File: src/rtl/dataram_arb.sv
// dataram_arb
// Two-port arbiter and sequencer in front of the 8-bit scratch data RAM.
// Port A (core load/store unit) and port B (host/debug loader) share the
// RAM's single READ/WRITE/MEM_ADDR/MEM_DIN/MEM_DOUT interface. One access
// is in flight at a time, the RAM's one-cycle registered read latency is
// absorbed by a CAPTURE state, and the RAM's post-reset initialisation
// cycle is covered by an INIT state.
//
// Optional feature, macro DATARAM_ARB_RR_EN:
//   defined   -> round-robin tie-break using a 1-bit last-winner register
//   undefined -> fixed A-over-B priority
//
// Ports:
//   clk, reset                    clock, synchronous active-high reset
//   a_req/a_we/a_addr/a_wdata     port A request (held until a_gnt)
//   a_gnt, a_rvalid               port A grant and read-valid pulses
//   b_req/b_we/b_addr/b_wdata     port B request (held until b_gnt)
//   b_gnt, b_rvalid               port B grant and read-valid pulses
//   rdata                         shared read data, qualified by *_rvalid
//   err                           pulses with a grant below WIN_BASE
//   mem_read, mem_write           RAM command strobes (never both 1)
//   mem_addr, mem_din             RAM address and write data
//   mem_dout                      RAM read data (valid one cycle after READ)

module dataram_arb #(
  parameter int ADDR_W   = 5,
  parameter int DATA_W   = 8,
  parameter int WIN_BASE = 26
) (
  input  logic              clk,
  input  logic              reset,
  input  logic              a_req,
  input  logic              a_we,
  input  logic [ADDR_W-1:0] a_addr,
  input  logic [DATA_W-1:0] a_wdata,
  output logic              a_gnt,
  output logic              a_rvalid,
  input  logic              b_req,
  input  logic              b_we,
  input  logic [ADDR_W-1:0] b_addr,
  input  logic [DATA_W-1:0] b_wdata,
  output logic              b_gnt,
  output logic              b_rvalid,
  output logic [DATA_W-1:0] rdata,
  output logic              err,
  output logic              mem_read,
  output logic              mem_write,
  output logic [ADDR_W-1:0] mem_addr,
  output logic [DATA_W-1:0] mem_din,
  input  logic [DATA_W-1:0] mem_dout
);

  typedef enum logic [1:0] {INIT, IDLE, ISSUE, CAPTURE} state_t;

  state_t            state_q;
  logic              owner_q;    // 0 = port A owns the access, 1 = port B
  logic              rd_q;       // access in flight is a read
  logic              a_gnt_q, b_gnt_q, a_rvalid_q, b_rvalid_q, err_q;
  logic              mem_read_q, mem_write_q;
  logic [ADDR_W-1:0] mem_addr_q;
  logic [DATA_W-1:0] mem_din_q, rdata_q;

  logic              pick_b_d;
  logic              sel_we_d;
  logic [ADDR_W-1:0] sel_addr_d;
  logic [DATA_W-1:0] sel_wdata_d;
  logic              sel_err_d;

`ifdef DATARAM_ARB_RR_EN
  logic              last_q;     // 1 = B won the previous grant

  // Round-robin tie-break: on a tie the port that did not win last goes.
  // last_q resets to B so that A takes the first tie.
  always_comb begin
    pick_b_d = b_req && (!a_req || !last_q);
  end
`else
  // Fixed priority: B only wins when A is not asking.
  always_comb begin
    pick_b_d = b_req && !a_req;
  end
`endif

  // Mux the winning requester's command fields and flag out-of-window use.
  always_comb begin
    sel_we_d    = pick_b_d ? b_we    : a_we;
    sel_addr_d  = pick_b_d ? b_addr  : a_addr;
    sel_wdata_d = pick_b_d ? b_wdata : a_wdata;
    sel_err_d   = sel_addr_d < ADDR_W'(WIN_BASE);
  end

  // Sequencer FSM. Every output is a register written here; the pulse
  // outputs default to 0 each cycle so they last exactly one cycle.
  always_ff @(posedge clk) begin
    if (reset) begin
      state_q     <= INIT;
      owner_q     <= 1'b0;
      rd_q        <= 1'b0;
      a_gnt_q     <= 1'b0;
      b_gnt_q     <= 1'b0;
      a_rvalid_q  <= 1'b0;
      b_rvalid_q  <= 1'b0;
      err_q       <= 1'b0;
      mem_read_q  <= 1'b0;
      mem_write_q <= 1'b0;
      mem_addr_q  <= '0;
      mem_din_q   <= '0;
      rdata_q     <= '0;
`ifdef DATARAM_ARB_RR_EN
      last_q      <= 1'b1;
`endif
    end else begin
      a_gnt_q    <= 1'b0;
      b_gnt_q    <= 1'b0;
      a_rvalid_q <= 1'b0;
      b_rvalid_q <= 1'b0;
      err_q      <= 1'b0;
      case (state_q)
        // The RAM loads its default contents during this cycle.
        INIT: state_q <= IDLE;
        IDLE: begin
          if (a_req || b_req) begin
            owner_q     <= pick_b_d;
            rd_q        <= !sel_we_d;
            mem_read_q  <= !sel_we_d;
            mem_write_q <= sel_we_d;
            mem_addr_q  <= sel_addr_d;
            mem_din_q   <= sel_wdata_d;
            a_gnt_q     <= !pick_b_d;
            b_gnt_q     <= pick_b_d;
            err_q       <= sel_err_d;
`ifdef DATARAM_ARB_RR_EN
            last_q      <= pick_b_d;
`endif
            state_q     <= ISSUE;
          end
        end
        // The RAM samples the command at the end of this cycle, so the
        // strobe is dropped here to keep it exactly one cycle wide.
        ISSUE: begin
          mem_read_q  <= 1'b0;
          mem_write_q <= 1'b0;
          state_q     <= rd_q ? CAPTURE : IDLE;
        end
        CAPTURE: begin
          rdata_q    <= mem_dout;
          a_rvalid_q <= !owner_q;
          b_rvalid_q <= owner_q;
          state_q    <= IDLE;
        end
        default: state_q <= INIT;
      endcase
    end
  end

  assign a_gnt     = a_gnt_q;
  assign b_gnt     = b_gnt_q;
  assign a_rvalid  = a_rvalid_q;
  assign b_rvalid  = b_rvalid_q;
  assign err       = err_q;
  assign mem_read  = mem_read_q;
  assign mem_write = mem_write_q;
  assign mem_addr  = mem_addr_q;
  assign mem_din   = mem_din_q;
  assign rdata     = rdata_q;

endmodule
File: config.mk
export PLATFORM = sky130hd
export DESIGN_NAME = dataram_arb
export DESIGN_NICKNAME = d
export VERILOG_FILES = /design/src/rtl/dataram_arb.sv
export SDC_FILE = /design/constraint.sdc
export NUM_CORES = 1
export LEC_CHECK = 0
export ABC_CLOCK_PERIOD_IN_PS = 1100
export CAP_MARGIN = 10
export CELL_PAD_IN_SITES_DETAIL_PLACEMENT = 1
export CELL_PAD_IN_SITES_GLOBAL_PLACEMENT = 2
export CORE_ASPECT_RATIO = 0.7
export CORE_UTILIZATION = 20
export CTS_BUF_LIST = sky130_fd_sc_hd__clkbuf_8
export DETAILED_ROUTE_END_ITERATION = 6
export PLACE_DENSITY_LB_ADDON = 0.1
export SYNTH_ARGS = -nofsm -noshare
export SYNTH_HDL_FRONTEND = slang
export SYNTH_SLANG_ARGS = --single-unit
File: constraint.sdc
create_clock -name clk -period 1.1 [get_ports clk]
set_input_delay 0.22 -clock clk [delete_from_list [all_inputs] [get_ports clk]]
set_output_delay 0.22 -clock clk [all_outputs]
set_load 0.02 [all_outputs]
==> flow_summary_export.csv <==
group,metric,value,unit
yosys,synth_area,0.00127,mm2
critical_path,end_kind,"flip-flop",
clock_network,cts_made_buffers,5,
grt,overflow,0,
power,ir_drop,0.404,mV
yosys,synth-seq-cells,32,
yosys,syn-num-nets,161,
yosys,synth_flop_cell,"dfxtp_1",
timing,rsz0062_at_grt,"true",
critical_path,crit_slowest_cell,"clkdlybuf4s50_1",
layout,fillerInstances,655,
die,dieArea,0.00666,mm2
worst_hold_path,hold_class,"in2reg",
clock_network,cts_sinks,32,
outcome,status,"complete, no violations",
timing,setup_ws,0.0250,ns
layout,antenna-diode-count,0,
placed_design,hpwlAfterDp,3140,um
grt,first_global_vias,1344,
power,leakagePower,0.000997,uW
timing,final.period_utilization,0.977,
route,vias_per_cell,4.48,
route,drtIter0Drc,20,
yosys,async_flop_share,0,
layout,fin_nets,249,
die,core,0.00593,mm2
route,ant_nets,0,
grt,grtUsageTotal,0.134,
yosys,syn-instance-count,121,
grt,antenna_found_initial,0,
timing,max_freq,930,MHz
route,first_pass_iters,4,
timing,final_max_slew_viol_count,0,
timing,finalSetupViolations,0,
die,initial_core_util,0.214,
critical_path,worst-path-max-fanout,3,
clock_network,cts.clk_slew.worst_paths,0.06,ns
layout,area_delta_synth_final,84.9,%
route,wl,4380,um
die,pin_count,68,
critical_path,cp.arrival,1.26,ns
timing,slew_headroom,0.839,
route,vias,1272,
layout,layout_commonest_cell,"clkdlybuf4s50_1",
power,power,2910,uW
die,die_y,68.6,um
clock_network,root_buffer,"clkbuf_8",
yosys,synth.avg_cell_area,10.5,um2
timing,timing.final.crit_period,1.08,ns
timing,skew,0.00383,ns
critical_path,cp_cell_sequence,"clkdlybuf4s50_1 -> a22o_4 -> a2111oi_4",
grt,grt_pass1_wl,6790,um
clock_network,clockBufferDepth,2,
placed_design,gp_congestion,0.757,
critical_path,crit_path_start_kind,"input pin",
die,rows,23,
timing,hold_viol,0,
placed_design,dpl_worst_slack,-0.545,ns
grt,grt_max_degree,16,
placed_design,io_buffer_count,67,
critical_path,crit_required,1.28,ns
yosys,synthDistinctLibCells,26,
critical_path,slowest_delay,0.42,ns
layout,final_cell_mix,"clkdlybuf4s50_1, dfxtp_1, buf_2",
layout,drive_gt1_frac,0.431,
route,drt-wirelength-per-cell,15.4,um
yosys,ys_warn_count,0,
yosys,seq_area_frac_synth,0.505,
job,cap_violations,0,
clock_network,cts_max_level,2,
route,drc,0,
critical_path,critPathKind,"in2reg",
clock_network,cts_hold_buf,0,
clock_network,clk_latency,0.28,ns
yosys,synth-edff-count,0,
timing,worst_slew_pin_slew,0.241,ns
power,p_per_area,1240,mW/mm2
die,die_w,97.2,um
clock_network,cts_tree,"done",
-- cell families after synthesis --
logic type | synth area share
flops | 0.505
buf+inv | 0.0563
mux | 0.103
simple gates | 0.120
compound gates | 0.215
-- power by group --
group	internal [uW]	leakage [uW]	switching, uW
Combinational	366	0.000686	312
Clock	557	0.0000503	418
Sequential	1220	0.000261	39.0
Total	2150	0.000997	768
-- cell usage after synthesis (2+ instances only) --
| cell | instances | area share |
|---|---|---|
| a211oi_1 | 2 | 0.012 |
| a21boi_0 | 2 | 0.012 |
| a21oi_1 | 12 | 0.047 |
| a22o_2 | 2 | 0.016 |
| buf_2 | 2 | 0.0079 |
| buf_4 | 3 | 0.018 |
| buf_6 | 2 | 0.018 |
| clkbuf_1 | 2 | 0.0059 |
| dfxtp_1 | 32 | 0.51 |
| mux2i_1 | 13 | 0.10 |
| nand2_1 | 10 | 0.030 |
| nand3_1 | 9 | 0.036 |
| nor2_1 | 2 | 0.0059 |
| nor2b_1 | 2 | 0.0099 |
| nor3_1 | 2 | 0.0079 |
| o2111ai_1 | 2 | 0.014 |
| o2bb2ai_1 | 13 | 0.090 |
-- final timing paths --
| check | startpoint | endpoint | slack, ns | depth (start not counted) |
|---|---|---|---|---|
| worst max-delay path | a_we | mem_read | 0.02 | 3 |
| worst min-delay path | a_req | owner_q | 0.21 | 2 |
| worst max register to register | state_q[0] | mem_din[5] | 0.02 | 4 |
| worst min register to register | owner_q | a_rvalid | 0.46 | 1 |
-- what timing repair did --
action                     CTS  global route
gates cloned                 0             1
buffers inserted             2             1
gates resized for setup    132            23
setup endpoints to repair   58            32
pin swaps                    1             5
-- stage by stage --
stage | hold WS (ns) | setup TNS (ns) | util | cell area, um2 | std cells
2_1_floorplan | 0.317 | 0 | - | 1270 | 121
3_3_place_gp | 0.442 | -11.33 | 0.362 | 2150 | 274
3_5_place_dp | 0.449 | -11.95 | 0.362 | 2150 | 274
4_1_cts | 0.374 | -0.104 | 0.382 | 2270 | 283
5_1_grt | 0.230 | -0.0681 | 0.395 | 2340 | 284
6_report | 0.214 | 0 | 0.395 | 2340 | 284
-- state kept, by name, indices dropped and copies added (netlist names) --
signal     flops
mem_din        8
rdata          8
mem_addr       5
state_q        2
a_gnt          1
a_rvalid       1
b_gnt          1
b_rvalid       1
err            1
mem_read       1
mem_write      1
owner_q        1
rd_q           1
-- worst max-delay path: cells and delay by family --
kind | cells | cell delay [ns]
buf+inv | 1 | 0.42
compound gates | 2 | 0.62
-- routing by layer --
| metal | vias up | global-route usage | wire, um |
|---|---|---|---|
| li1 | 618 | - | - |
| met2 | 37 | 0.217 | 2010 |
| met5 | - | 0 | 0 |
| met3 | 6 | 0.0444 | 258 |
| met4 | 0 | 0.0504 | 59 |
| met1 | 611 | 0.169 | 2050 |
-- final cells by class --
cell class	instances	area (um2)	area share
repair buffers	91	798	0.341
clock buffers	7	96.3	0.0411
flip-flops and latches	32	642	0.274
well taps	75	93.8	0.0400
multi-input cells	78	709	0.303
inverters	1	3.75	0.00160
Power figures use the tool's default switching activity.
